`src/rtl/vga_timing_gen.sv`:
```
// Single-clock video timing generator: sync/blank/coordinate decode from free-running
// h/v counters, FIFO read strobe, optional registered read-data path, sticky underflow.
module vga_timing_gen #(
  parameter int unsigned HDISP      = 800,
  parameter int unsigned VDISP      = 480,
  parameter int unsigned HFP        = 40,
  parameter int unsigned HPULSE     = 48,
  parameter int unsigned HBP        = 40,
  parameter int unsigned VFP        = 13,
  parameter int unsigned VPULSE     = 3,
  parameter int unsigned VBP        = 29,
  parameter int unsigned HS_POL     = 0,
  parameter int unsigned VS_POL     = 0,
  parameter int unsigned RD_LATENCY = 0
) (
  input  logic                       pixel_clk,
  input  logic                       pixel_rst_n,
  input  logic                       enable,
  input  logic                       fifo_empty,
  input  logic [23:0]                fifo_rdata,
  output logic                       fifo_read,
  output logic                       HS,
  output logic                       VS,
  output logic                       BLANK,
  output logic [23:0]                RGB,
  output logic [$clog2(HDISP)-1:0]   x,
  output logic [$clog2(VDISP)-1:0]   y,
  output logic                       sof,
  output logic                       sol,
  output logic                       underflow,
  input  logic                       underflow_clr
);

  localparam int unsigned HTOTAL = HDISP + HFP + HPULSE + HBP;
  localparam int unsigned VTOTAL = VDISP + VFP + VPULSE + VBP;
  localparam int unsigned HSTART = HFP + HPULSE + HBP;
  localparam int unsigned VSTART = VFP + VPULSE + VBP;
  localparam int unsigned XW     = $clog2(HDISP);
  localparam int unsigned YW     = $clog2(VDISP);
  localparam int unsigned HW     = $clog2(HTOTAL);
  localparam int unsigned VW     = $clog2(VTOTAL);

  localparam logic [HW-1:0] HS_BEG = HW'(HFP);
  localparam logic [HW-1:0] HS_END = HW'(HFP + HPULSE);
  localparam logic [HW-1:0] H_ACT  = HW'(HSTART);
  localparam logic [HW-1:0] H_LAST = HW'(HTOTAL - 1);
  localparam logic [VW-1:0] VS_BEG = VW'(VFP);
  localparam logic [VW-1:0] VS_END = VW'(VFP + VPULSE);
  localparam logic [VW-1:0] V_ACT  = VW'(VSTART);
  localparam logic [VW-1:0] V_LAST = VW'(VTOTAL - 1);

  localparam logic HS_ON  = 1'(HS_POL);
  localparam logic HS_OFF = ~HS_ON;
  localparam logic VS_ON  = 1'(VS_POL);
  localparam logic VS_OFF = ~VS_ON;

  typedef struct packed {
    logic          hs;
    logic          vs;
    logic          act;
    logic [XW-1:0] x;
    logic [YW-1:0] y;
    logic          sol;
    logic          sof;
  } tim_t;

  localparam tim_t IDLE = '{hs: HS_OFF, vs: VS_OFF, act: 1'b0, x: '0, y: '0,
                            sol: 1'b0, sof: 1'b0};

  logic          running;
  logic [HW-1:0] h;
  logic [VW-1:0] v;
  tim_t          dec_c;
  tim_t          s1;
  tim_t          out_t;
  logic          act_c;
  logic          sol_c;

  // Start latch and h/v raster counters; counters sit at 0 until started
  always_ff @(posedge pixel_clk or negedge pixel_rst_n) begin
    if (!pixel_rst_n) begin
      running <= 1'b0;
      h       <= '0;
      v       <= '0;
    end else if (!running) begin
      running <= enable;
    end else begin
      if (h == H_LAST) begin
        h <= '0;
        v <= (v == V_LAST) ? '0 : v + VW'(1);
      end else begin
        h <= h + HW'(1);
      end
    end
  end

  // Decode sync, active window and coordinates from the current counter values
  always_comb begin
    dec_c    = IDLE;
    act_c    = (h >= H_ACT) && (v >= V_ACT);
    sol_c    = act_c && (h == H_ACT);
    dec_c.hs = ((h >= HS_BEG) && (h < HS_END)) ? HS_ON : HS_OFF;
    dec_c.vs = ((v >= VS_BEG) && (v < VS_END)) ? VS_ON : VS_OFF;
    dec_c.act = act_c;
    dec_c.sol = sol_c;
    dec_c.sof = sol_c && (v == V_ACT);
    if (act_c) begin
      dec_c.x = XW'(h - H_ACT);
      dec_c.y = YW'(v - V_ACT);
    end
  end

  // Stage 1: registered decode, forced idle until the generator is running
  always_ff @(posedge pixel_clk or negedge pixel_rst_n) begin
    if (!pixel_rst_n) begin
      s1 <= IDLE;
    end else if (running) begin
      s1 <= dec_c;
    end else begin
      s1 <= IDLE;
    end
  end

  // The read strobe always tracks stage-1 active so pixels are requested one
  // cycle ahead of display when read data is registered.
  assign fifo_read = s1.act;

  // Any non-zero latency is treated as the registered (one-cycle) FIFO
  if (RD_LATENCY == 0) begin : g_lat0
    assign out_t = s1;
    assign RGB   = (s1.act && !fifo_empty) ? fifo_rdata : '0;
  end else begin : g_lat1
    tim_t        s2;
    logic [23:0] rgb_q;

    // Stage 2: delay timing by one cycle and capture read data alongside it
    always_ff @(posedge pixel_clk or negedge pixel_rst_n) begin
      if (!pixel_rst_n) begin
        s2    <= IDLE;
        rgb_q <= '0;
      end else begin
        s2    <= s1;
        rgb_q <= (s1.act && !fifo_empty) ? fifo_rdata : '0;
      end
    end

    assign out_t = s2;
    assign RGB   = rgb_q;
  end

  assign HS    = out_t.hs;
  assign VS    = out_t.vs;
  assign BLANK = out_t.act;
  assign x     = out_t.x;
  assign y     = out_t.y;
  assign sol   = out_t.sol;
  assign sof   = out_t.sof;

  // Sticky underflow: a read against an empty FIFO sets, clear loses to a set
  always_ff @(posedge pixel_clk or negedge pixel_rst_n) begin
    if (!pixel_rst_n) begin
      underflow <= 1'b0;
    end else if (fifo_read && fifo_empty) begin
      underflow <= 1'b1;
    end else if (underflow_clr) begin
      underflow <= 1'b0;
    end
  end

endmodule
```
`config.mk`:
```
export PLATFORM = sky130hd
export DESIGN_NAME = vga_timing_gen
export DESIGN_NICKNAME = d
export VERILOG_FILES = /design/src/rtl/vga_timing_gen.sv
export SDC_FILE = /design/constraint.sdc
export NUM_CORES = 1
export LEC_CHECK = 0
export BUFFER_PORTS_ARGS = -buffer_cell sky130_fd_sc_hd__buf_2
export CAP_MARGIN = 0
export CORE_MARGIN = 3
export CORE_UTILIZATION = 35
export CTS_CLUSTER_SIZE = 14
export DETAILED_ROUTE_END_ITERATION = 10
export MAX_ROUTING_LAYER = met4
export PLACE_DENSITY = 0.58
export RECOVER_POWER = 100
export SETUP_SLACK_MARGIN = 0.05
export SYNTH_ARGS = -nofsm -noshare
export SYNTH_HDL_FRONTEND = slang
export SYNTH_SLANG_ARGS = --single-unit
```
`constraint.sdc`:
```
create_clock -name pixel_clk -period 4.35 [get_ports pixel_clk]
set_input_delay 0.6525 -clock pixel_clk [delete_from_list [all_inputs] [get_ports pixel_clk]]
set_output_delay 0.6525 -clock pixel_clk [all_outputs]
set_load 0.05 [all_outputs]
```
Word level (Yosys, flattened, before mapping) --
Index checks and enable logic that the tools add are counted.
Word-level totals: logic and storage cells 45, memories kept 0, output and inout port bits 50, ROM bits 0, flip-flop bits (word level) 46, bits in latches 0, memory bits (writable) 0
Operators by class: equality and inequality tests 4, order comparisons 6, shift-type cells 0, reduce and logical (&&, ||, !) cells 10, divide/modulo/power cells 0, $mul 0, add/sub/neg operators 4, mux-type cells 10, bitwise operators 0
Operators by type and width (number):
- $mux 24 | 2
- $add 10x1->10 const B | 2
- $eq 10x10->1 const B | 2
- $ge 10x6->1 const B | 2
- $mux 10 | 2
- $mux 19 | 1
- $eq 10x6->1 const B | 1
- $eq 10x8->1 const B | 1
- $ge 10x4->1 const B | 1
- $ge 10x8->1 const B | 1
- $lt 10x5->1 const B | 1
- $lt 10x7->1 const B | 1
- $sub 10x8->10 const B | 1
- $sub 9x6->9 const B | 1
- $logic_and 1x1->1 | 7
- $mux 1 | 5
- $reduce_and 2->1 | 1
- $reduce_bool 2->1 | 1
- $logic_not 1->1 | 1

Logic depth before layout (Yosys ltp) --
Gate-level depths: netlist (run 1).
word-level depth 5, depth in mapped cells 7

Least setup slack after synthesis (run 1) --
OpenSTA, ideal clock, no wires.
path kind register to output, start point register s1, in the netlist BLANK, end point output port RGB[10], arrival time 1.598 ns, setup slack 2.099 ns, path buffers 1, cell stages (with the launch flop) 4, cell sequence dfrtp_1 nor2b_1 clkbuf_1 and2_1
On the way: longest elaborated chain between the ends 2
RTL lines:
- from (decl) | RTL line 74 | tim_t s1;
- from (signal assigned) | RTL line 116 | s1 <= IDLE;
- from (signal assigned) | RTL line 118 | s1 <= dec_c;
- from (signal assigned) | RTL line 120 | s1 <= IDLE;
- $logic_and 1x1->1 | RTL line 131 | assign RGB = (s1.act && !fifo_empty) ? fifo_rdata : '0;
- $mux 24 | RTL line 131
- to (decl) | RTL line 25 | output logic [23:0] RGB,
No other way between the ends.

Worst setup path in the final report (run 1) --
start point input port fifo_empty, end point output port RGB[7]
On the way: longest elaborated chain between the ends 3
RTL lines:
- from (decl) | RTL line 19 | input logic fifo_empty,
- $logic_not 1->1 | RTL line 131
- $logic_and 1x1->1 | RTL line 131
- $mux 24 | RTL line 131
No other way between the ends.

==> results_dict.tcl, run 1 <==
set metrics [dict create \
    status "finished with violations" \
    violations "capacitance limit, slew limit" \
    period_share_pct 66.3 \
    port_buffers 78 \
    ys_seq_area_share_pct 46.9 \
    yosys_register_bits 46 \
    die_h_um 89.8 \
    nets 353 \
    intPower_uw 654 \
    clock_sinks 46 \
    period_needed_ns 2.89 \
    rsz0062_at_grt "false" \
    relSlewSlack_pct -60.2 \
    start_util_pct 37.4 \
    place_area_um2 2860 \
    worst_hold_path_type "in -> reg" \
    synth_top_flop_cell "dfrtp_1" \
    ys_warn_count 0 \
    path_max_fanout 24 \
    clockRootBuffer "clkbuf_8" \
    grt_overflow_total 0 \
    antenna_cells 0 \
    cp-start-kind "input port" \
    p_comb_share_pct 18.0 \
    antenna_found_initial 0 \
    crit_start "fifo_empty" \
    r2r_start "running$_DFF_PN0_" \
    cts_tree "built" \
    cts_setup_buffers 0 \
    syn2layout_area_growth_pct 15.7 \
    die_x_um 89.8 \
    wl_per_cell_um 14.0 \
    synth_area_um2 2460 \
    seq_power_share_pct 53.9 \
    worstPathArrival_ns 2.23 \
    cap_violations 1 \
    antenna_left 0 \
    synth_nets 286 \
    drive_gt1_share_pct 13.3 \
    path_clk_slew_ns 0.09 \
    timing.final.hold_violations 0 \
    rows 29 \
    p_per_area_nw_per_um2 346 \
    p_clk_share_pct 28.0 \
    vias 1968 \
    cts_made_buffers 5 \
    cp.required_ns 3.70 \
    drtIter0Drc 95 \
    htree_levels 2 \
    path_class "in -> out" \
    dr.pass1.iters 4 \
    cts_resized 0 \
    fill_cells 681 \
    finalWirelength_um 5740 \
    final.setup_skew_ns 0.0102 \
    swShare_pct 33.6 \
    grt_pass1_vias 1882 \
    end_kind "primary output" \
    synth_edf_count 0 \
    netlist_instances 248 \
    ctsHoldBuffers 0 \
    synth_top_area_share_pct 44.8 \
    synth_top_area_cell "dfrtp_1" \
    yosys-top-cells-area "dfrtp_1, and2_1, xnor2_1" \
    post-route-drc-count 0 \
    setup_viol 0 \
    worstHoldStart "enable" \
    worst_pin_slew_ns 2.40 \
    core_um2 6570 \
    ir_worst_vdd_v 0.000172 \
    grt_pass1_wl_um 9630 \
    async_flop_share_pct 100 \
    synth_area_per_cell_um2 9.91 \
    vias_per_cell 4.81 \
    finalWeightedCongestion 0.863 \
    synth_cell_type_count 43 \
    final_area_um2 2850 \
    p_leak_nw 1.24 \
    power.switching_uw 331 \
    slew_viol_final 47 \
    clock_path_buffers 2 \
    fin_tns_setup_ns 0 \
    hpwl_um 4170 \
    max_freq_mhz 346 \
    io_pins 79 \
    clock_latency_ns 0.31 \
    grtUsageTotal_pct 14.7 \
    r2r_setup_slack_ns 1.73 \
    grt_start_max_net_pins 47 \
    dieArea_um2 8070 \
]
==> layout make-up <==
cell class / count / area (µm²) / area share [%]
Clock buffer: 5 / 68.8 / 2.42
Clock inverter: 3 / 23.8 / 0.836
Multi-Input combinational cell: 174 / 1120 / 39.3
Inverter: 9 / 33.8 / 1.19
Sequential cell: 46 / 1150 / 40.5
Tap cell: 93 / 116 / 4.09
Timing Repair Buffer: 79 / 330 / 11.6
==> placed cells by master, fill, tap and decap left out, types with 5 or more instances in the layout <==
master and instances:
nor3b_1 5, clkbuf_1 52, nor2_1 14, o21ai_0 8
inv_1 9, dfrtp_1 44, buf_2 27, xor2_1 6
ha_1 9, clkbuf_8 5, nor3_1 18, nor4_1 8
and2_1 26, xnor2_1 14, nand4_1 5, nand3_1 15
nand2_1 13
==> synthesized netlist by cell type (6+ instances only) <==
master and instances:
ha_1 9, and2_1 26, dfrtp_1 44, nand3_1 14, nor2_1 14, nor4_1 6
xnor2_1 14, o21ai_0 8, xor2_1 6, nor3_1 17, nand2_1 13, clkbuf_1 8
inv_1 9
==> metrics by stage <==
stage / worst slack, ns / power (mW) / utilization, % / hold slack [ns] / std cells
2_1_floorplan: 2.10 / 0.707 / - / 0.357 / 248
3_3_place_gp: 1.73 / 0.728 / 43.5 / 0.513 / 401
3_5_place_dp: 1.66 / 0.730 / 43.5 / 0.525 / 401
4_1_cts: 1.66 / 1.01 / 44.9 / 0.522 / 409
5_1_grt: 1.22 / 1.04 / 43.3 / 0.521 / 409
6_report: 1.46 / 0.985 / 43.3 / 0.527 / 409
==> cells by family after synthesis <==
group	share of synthesized area, %
DFF	46.9
and+or+nand+nor	29.8
adders and majority gates	4.58
xor gates and xnor gates	7.12
AOI/OAI and AO/OA	4.99
buffers and inverters	6.16
muxes	0.458
==> path summary, 6_finish.rpt <==
| kind | endpoint | cells past startpoint |
|---|---|---|
| min in group asynchronous | v[8]$_DFFE_PN0P_ | 1 |
| max in group asynchronous | h[8]$_DFFE_PN0P_ | 1 |
| worst min register to register | underflow$_DFFE_PN0P_ | 2 |
| worst min-delay path | running$_DFF_PN0_ | 2 |
| worst max register to register | v[5]$_DFFE_PN0P_ | 4 |
| worst max-delay path | RGB[7] | 4 |
==> registers in the layout, indices dropped and copies added, names as in the netlist, 9 cells and up <==
name,flops
h,10
v,10
x,10
y,9
==> worst max-delay path: stages <==
cell and delay (ns):
buf_2 0.10, nor2b_1 0.76, and2_1 0.25, clkbuf_1 0.47
==> power groups by stage <==
stage | clock network (mW) | logic [mW] | registers, mW
2_1_floorplan | 0 | 0.204 | 0.503
3_3_place_gp | 0 | 0.188 | 0.540
3_5_place_dp | 0 | 0.190 | 0.540
4_1_cts | 0.287 | 0.192 | 0.532
5_1_grt | 0.300 | 0.201 | 0.540
6_report | 0.276 | 0.178 | 0.531
==> per-layer routing <==
layer | global-route usage [%] | vias to the layer above | share of wire, %
li1 | - | 975 | -
met2 | 22.8 | 86 | 45
met4 | 5.24 | 0 | 1.4
met5 | - | - | 0
met3 | 4.09 | 9 | 8.5
met1 | 18.6 | 898 | 45
No activity file was read; power rests on OpenSTA's default activity.
==> run 2: changes to the inputs <==
Settings changed: ABC_AREA set to 1, PLACE_DENSITY 0.58 to 0.57.
Clock period 4.35 ns to 3 ns, I/O delays scaled along.
==> run 2 against run 1 <==
  * The flow now finishes without violations
  * Die area rose by 5.7%
  * Critical path type is now reg -> reg
  * First-iteration DRC count rose by 20%
  * Sequential power rose by 40%
  * Largest power group unchanged
  * Sequential share of layout area fell by 3.0 points
  * Register-to-register slack got worse by 1.1 ns
  * Hold slack got worse by 0.21 ns
  * Sequential cell count did not move
  * Synthesized cell count rose by 35%
  * Combinational power rose by 74%
==> results_dict.tcl, run 2 <==
set metrics [dict create \
    status "finished clean" \
    core_um2 7020 \
    yosys_register_bits 46 \
    ctsHoldBuffers 0 \
    cts_resized 0 \
    hpwl_um 4420 \
    worst_hold_path_type "in -> async" \
    yosys-top-cells-area "dfrtp_1, nand2_1, inv_1" \
    synth_cell_type_count 32 \
    cts_tree "built" \
    netlist_instances 336 \
    fill_cells 744 \
    final.setup_skew_ns 0.00718 \
    start_util_pct 37.1 \
    antenna_cells 0 \
    rsz0062_at_grt "false" \
    grtUsageTotal_pct 14.3 \
    cts_made_buffers 5 \
    slowest_stage "dfrtp_1" \
    mostFrequentLayoutCells "nand2_1, nor2_1, inv_1" \
    intPower_mw 1.03 \
    port_buffers 78 \
    clock_latency_ns 0.30 \
    clock_path_buffers 2 \
    cap_violations 0 \
    io_pins 79 \
    antenna_left 0 \
    dr.pass1.iters 4 \
    vias_per_cell 4.30 \
    grt_overflow_total 0 \
    r2r_setup_slack_ns 0.60 \
    rows 30 \
    synth_common_cells "nand2_1, inv_1, nor2_1" \
    die_h_um 92.3 \
    path_max_fanout 13 \
    p_clk_share_pct 30.5 \
    vias 2199 \
    synth_area_um2 2610 \
    syn2layout_area_growth_pct 17.8 \
    async_flop_share_pct 100 \
    reg2reg_to "y[6]$_DFF_PN0_" \
    synth_top_area_cell "dfrtp_1" \
    r2r_start "v[0]$_DFFE_PN0P_" \
    ir_worst_vdd_v 0.000249 \
    finalWeightedCongestion 0.867 \
    drive_gt1_share_pct 15.7 \
    crit_chain "inv_1, ha_1, nor2_8, o21ai_0, nand2_2, nand3_2, clkbuf_2, nor2_2" \
    p_comb_share_pct 20.4 \
    finalWirelength_um 5810 \
    path_class "reg -> reg" \
    synth_top_flop_cell "dfrtp_1" \
    nets 452 \
    p_per_area_nw_per_um2 493 \
    antenna_found_initial 0 \
    swShare_pct 31.9 \
    path_delay_family "buffers and inverters" \
    seq_power_share_pct 49.1 \
    fin_ws_ns 0.595 \
    ys_seq_area_share_pct 44.2 \
    cp-start-kind "flop" \
    drtIter0Drc 114 \
    synth_most_common_cell "nand2_1" \
    ys_warn_count 0 \
    synth_nets 374 \
    cts_setup_buffers 0 \
    dpl_worst_slack_ns 1.00 \
    total_power_mw 1.51 \
    fin_tns_setup_ns 0 \
    synth_area_per_cell_um2 7.76 \
    post-route-drc-count 0 \
    synth_top_area_share_pct 42.2 \
    worst_r2r_path_depth 8 \
    max_freq_mhz 416 \
    clockRootBuffer "clkbuf_8" \
    grt_pass1_vias 2020 \
    dieArea_um2 8520 \
    crit_buf_inv 2 \
    worst_pin_slew_ns 1.00 \
    clock_sinks 46 \
    p_leak_nw 1.71 \
    final_common_cell "nand2_1" \
    power.switching_uw 482 \
    grt_pass1_wl_um 9470 \
    slew_viol_final 0 \
    period_share_pct 80.2 \
    setup_viol 0 \
    synth_edf_count 0 \
    end_kind "flop" \
    die_x_um 92.3 \
    grt_start_max_net_pins 47 \
    htree_levels 2 \
    timing.final.hold_violations 0 \
    crit_start "v[0]$_DFFE_PN0P_" \
    period_needed_ns 2.40 \
    wl_per_cell_um 11.4 \
    relSlewSlack_pct 33.2 \
    worstPathArrival_ns 2.58 \
    slowest_delay_ns 0.46 \
    cp.required_ns 3.17 \
    path_clk_slew_ns 0.08 \
]
-- run 2: how the worst max path moves through the flow --
stage               cells after the start             end
finish                                  8  y[6]$_DFF_PN0_
global route                            8  y[4]$_DFF_PN0_
CTS                                     3         RGB[11]
detailed placement                      8  y[6]$_DFF_PN0_
global placement                        8  x[4]$_DFF_PN0_
floorplan                               3         RGB[10]
-- run 2: stage by stage --
stage	cells	hold WS [ns]	instance area, µm²	util [%]
floorplan	336	0.154	2610	-
global placement	503	0.517	3070	43.7
CTS	511	0.324	3180	45.3
finish	511	0.321	3070	43.7
global route	511	0.332	3070	43.7
detailed placement	503	0.531	3070	43.7
-- run 2: worst register-to-register path: cells and delay by family (launching register included) --
kind | cells | cell delay, ns
AOI/OAI and AO/OA | 1 | 0.46
adders and majority gates | 1 | 0.33
buffers and inverters | 2 | 0.59
DFF | 1 | 0.46
and+or+nand+nor | 4 | 0.43
-- run 2: power by group through the flow --
stage | Sequential (mW) | Clock [mW] | Combinational [mW]
finish | 0.743 | 0.461 | 0.309
global route | 0.755 | 0.513 | 0.361
CTS | 0.744 | 0.487 | 0.324
detailed placement | 0.757 | 0 | 0.322
global placement | 0.757 | 0 | 0.318
floorplan | 0.768 | 0 | 0.215
-- run 2: area by class of cell --
cell class                 count  area (µm²)  area share [%]
sequential                    46        1150            37.6
multi-input combinational    216        1100            35.9
timing repair buffer          79         333            10.8
inverter                      66         248            8.07
tap                           96         120            3.91
clock buffer                   5        68.8            2.24
clock inverter                 3        43.8            1.43
-- run 2: logic make-up (layout without fill, tap and decap cells) --
| logic type | Yosys count | count (layout) | share of synthesized area (%) |
|---|---|---|---|
| and+or+nand+nor | 175 | 175 | 31.3 |
| xor gates and xnor gates | 12 | 12 | 4.03 |
| buffers and inverters | 74 | 153 | 11.7 |
| AOI/OAI and AO/OA | 20 | 20 | 4.41 |
| adders and majority gates | 9 | 9 | 4.32 |
| DFF | 46 | 46 | 44.2 |
-- run 2: metal layers --
layer	global-route usage (%)	part of all wire, %
met4	3.71	1.1
met2	23.3	43
met1	17.7	47
met5	-	0
met3	3.82	8.5
==> run 3: changes to the inputs <==
Settings changed: ABC_AREA 1 to 0, PLACE_DENSITY 0.57 to 0.58.
Clock period 3 ns to 2.4 ns, I/O delays scaled along.
==> run 3 against run 2 <==
  * Critical path type is now reg -> out
  * Sequential share of layout area grew 2.1 points
  * Worst setup slack lost 0.23 ns
  * Combinational power grew 20%
  * Highest routed layer unchanged
  * Global-route usage grew 0.91 points
  * Count of clock-buffer cells in the layout is the same
  * Clock power grew 2%
  * Hold slack lost 0.056 ns
  * Critical endpoint is now RGB[10]
==> results_dict.tcl, run 3 (same netlist as run 1, synthesis figures left out) <==
set metrics [dict create \
    p_leak_nw 1.27 \
    seq_power_share_pct 53.2 \
    final.setup_skew_ns 0.00719 \
    p_clk_share_pct 26.1 \
    clockRootBuffer "clkbuf_8" \
    worst_pin_slew_ns 0.924 \
    crit_chain "nor2b_1, buf_4, and2_1, clkbuf_1" \
    setup_viol 0 \
    end_kind "primary output" \
    timing.final.hold_violations 0 \
    fin_ws_ns 0.366 \
    io_pins 79 \
    hpwl_um 4300 \
    core_um2 6570 \
    antenna_cells 0 \
    antenna_found_initial 0 \
    cts_tree "built" \
    vias_per_cell 4.80 \
    worst_hold_path_type "in -> reg" \
    finalNonFillerCells 415 \
    drtIter0Drc 51 \
    max_freq_mhz 492 \
    grt_pass1_wl_um 9760 \
    cts_made_buffers 5 \
    slew_viol_final 0 \
    relSlewSlack_pct 38.4 \
    nets 359 \
    clock_latency_ns 0.30 \
    wl_per_cell_um 13.9 \
    swShare_pct 33.3 \
    syn2layout_area_growth_pct 18.4 \
    start_util_pct 37.4 \
    dr.pass1.iters 4 \
    ir_worst_vdd_v 0.000232 \
    fin_tns_setup_ns 0 \
    port_buffers 78 \
    dp.cells 406 \
    path_class "reg -> out" \
    worstPathArrival_ns 1.67 \
    mostFrequentLayoutCells "clkbuf_1, dfrtp_1, buf_2" \
    path_clk_slew_ns 0.08 \
    slowest_delay_ns 0.47 \
    htree_levels 2 \
    slowest_stage "clkbuf_1" \
    grtUsageTotal_pct 15.2 \
    rows 29 \
    period_needed_ns 2.03 \
    grt_overflow_total 0 \
    power.switching_uw 598 \
    die_x_um 89.8 \
    clock_path_buffers 2 \
    path_max_fanout 24 \
    status "finished clean" \
    finalWirelength_um 5770 \
    die_h_um 89.8 \
    r2r_setup_slack_ns 0.41 \
    p_comb_share_pct 20.7 \
    rsz0062_at_grt "false" \
    drive_gt1_share_pct 15.2 \
    finalWeightedCongestion 0.831 \
    dieArea_um2 8070 \
    utilization_pct 44.3 \
    cp.required_ns 2.04 \
    cap_violations 0 \
    p_per_area_nw_per_um2 616 \
    grt_start_max_net_pins 25 \
    period_share_pct 84.7 \
    post-route-drc-count 0 \
    intPower_mw 1.19 \
    cp-start-kind "flop" \
    vias 1994 \
    dpl_worst_slack_ns 0.540 \
    grt_pass1_vias 1870 \
    antenna_left 0 \
    final_common_cell "clkbuf_1" \
    total_power_mw 1.79 \
    clock_sinks 46 \
]
[run 3: cell types whose count changed in the layout (fill, tap and decap cells not counted), sizes merged, moves of 5 or more]
cell / before / now
nor2: 76 / 14
inv: 67 / 9
nand2: 68 / 13
xnor2: 2 / 14
and2: 0 / 26
nor4: 0 / 8
nor3: 4 / 18
nor3b: 0 / 5
o21ai: 15 / 8
[run 3: worst paths after layout]
path | startpoint | to | cells after the start
max | BLANK$_DFF_PN0_ | RGB[10] | 4
min | underflow_clr | underflow$_DFFE_PN0P_ | 2
max reg2reg | h[3]$_DFFE_PN0P_ | v[2]$_DFFE_PN0P_ | 4
min reg2reg | underflow$_DFFE_PN0P_ | underflow$_DFFE_PN0P_ | 2
max in group asynchronous | pixel_rst_n | underflow$_DFFE_PN0P_ | 3
min in group asynchronous | pixel_rst_n | v[5]$_DFFE_PN0P_ | 2
[run 3: layout make-up]
| class | instances | area [µm²] |
|---|---|---|
| Clock buffer | 5 | 68.8 |
| Clock inverter | 3 | 21.3 |
| Fill cell | 649 | 3660 |
| Inverter | 9 | 33.8 |
| Multi-Input combinational cell | 174 | 1140 |
| Sequential cell | 46 | 1150 |
| Tap cell | 93 | 116 |
| Timing Repair Buffer | 85 | 372 |
[run 3: metrics by stage]
| stage | hold slack, ns | cell area, µm² |
|---|---|---|
| 6_report | 0.265 | 2910 |
| 2_1_floorplan | 0.0644 | 2460 |
| 3_5_place_dp | 0.299 | 2890 |
| 4_1_cts | 0.259 | 2990 |
| 5_1_grt | 0.267 | 2910 |
| 3_3_place_gp | 0.301 | 2890 |
[run 3: layer usage]
metal  global-route usage (%)  vias to the layer above  routed length (µm)
li1                         -                      985                   -
met1                     18.9                      893                2510
met2                     23.4                      109                2570
met3                     4.76                        7                 594
met4                     5.36                        0                  97
met5                        -                        -                   0
[run 3: power by group through the flow]
stage	registers [mW]	clock network, mW	logic [mW]
2_1_floorplan	0.911	0	0.370
3_3_place_gp	0.960	0	0.381
3_5_place_dp	0.968	0	0.375
4_1_cts	0.953	0.485	0.380
5_1_grt	0.967	0.525	0.417
6_report	0.953	0.468	0.371
[run 3: worst max-delay path, delay by kind of cell (launching register included)]
family        cells  cell delay (ns)
buf+inv           2             0.68
flops             1             0.38
simple gates      2             0.31
[run 3: repair_timing]
action / 4_1_cts / 5_1_grt
setup buffers: 0 / 0
endpoints found under the setup margin: 0 / 0
endpoints found under the hold margin: 13 / 0
resized for setup: 0 / 0
hold buffers: 1 / 0
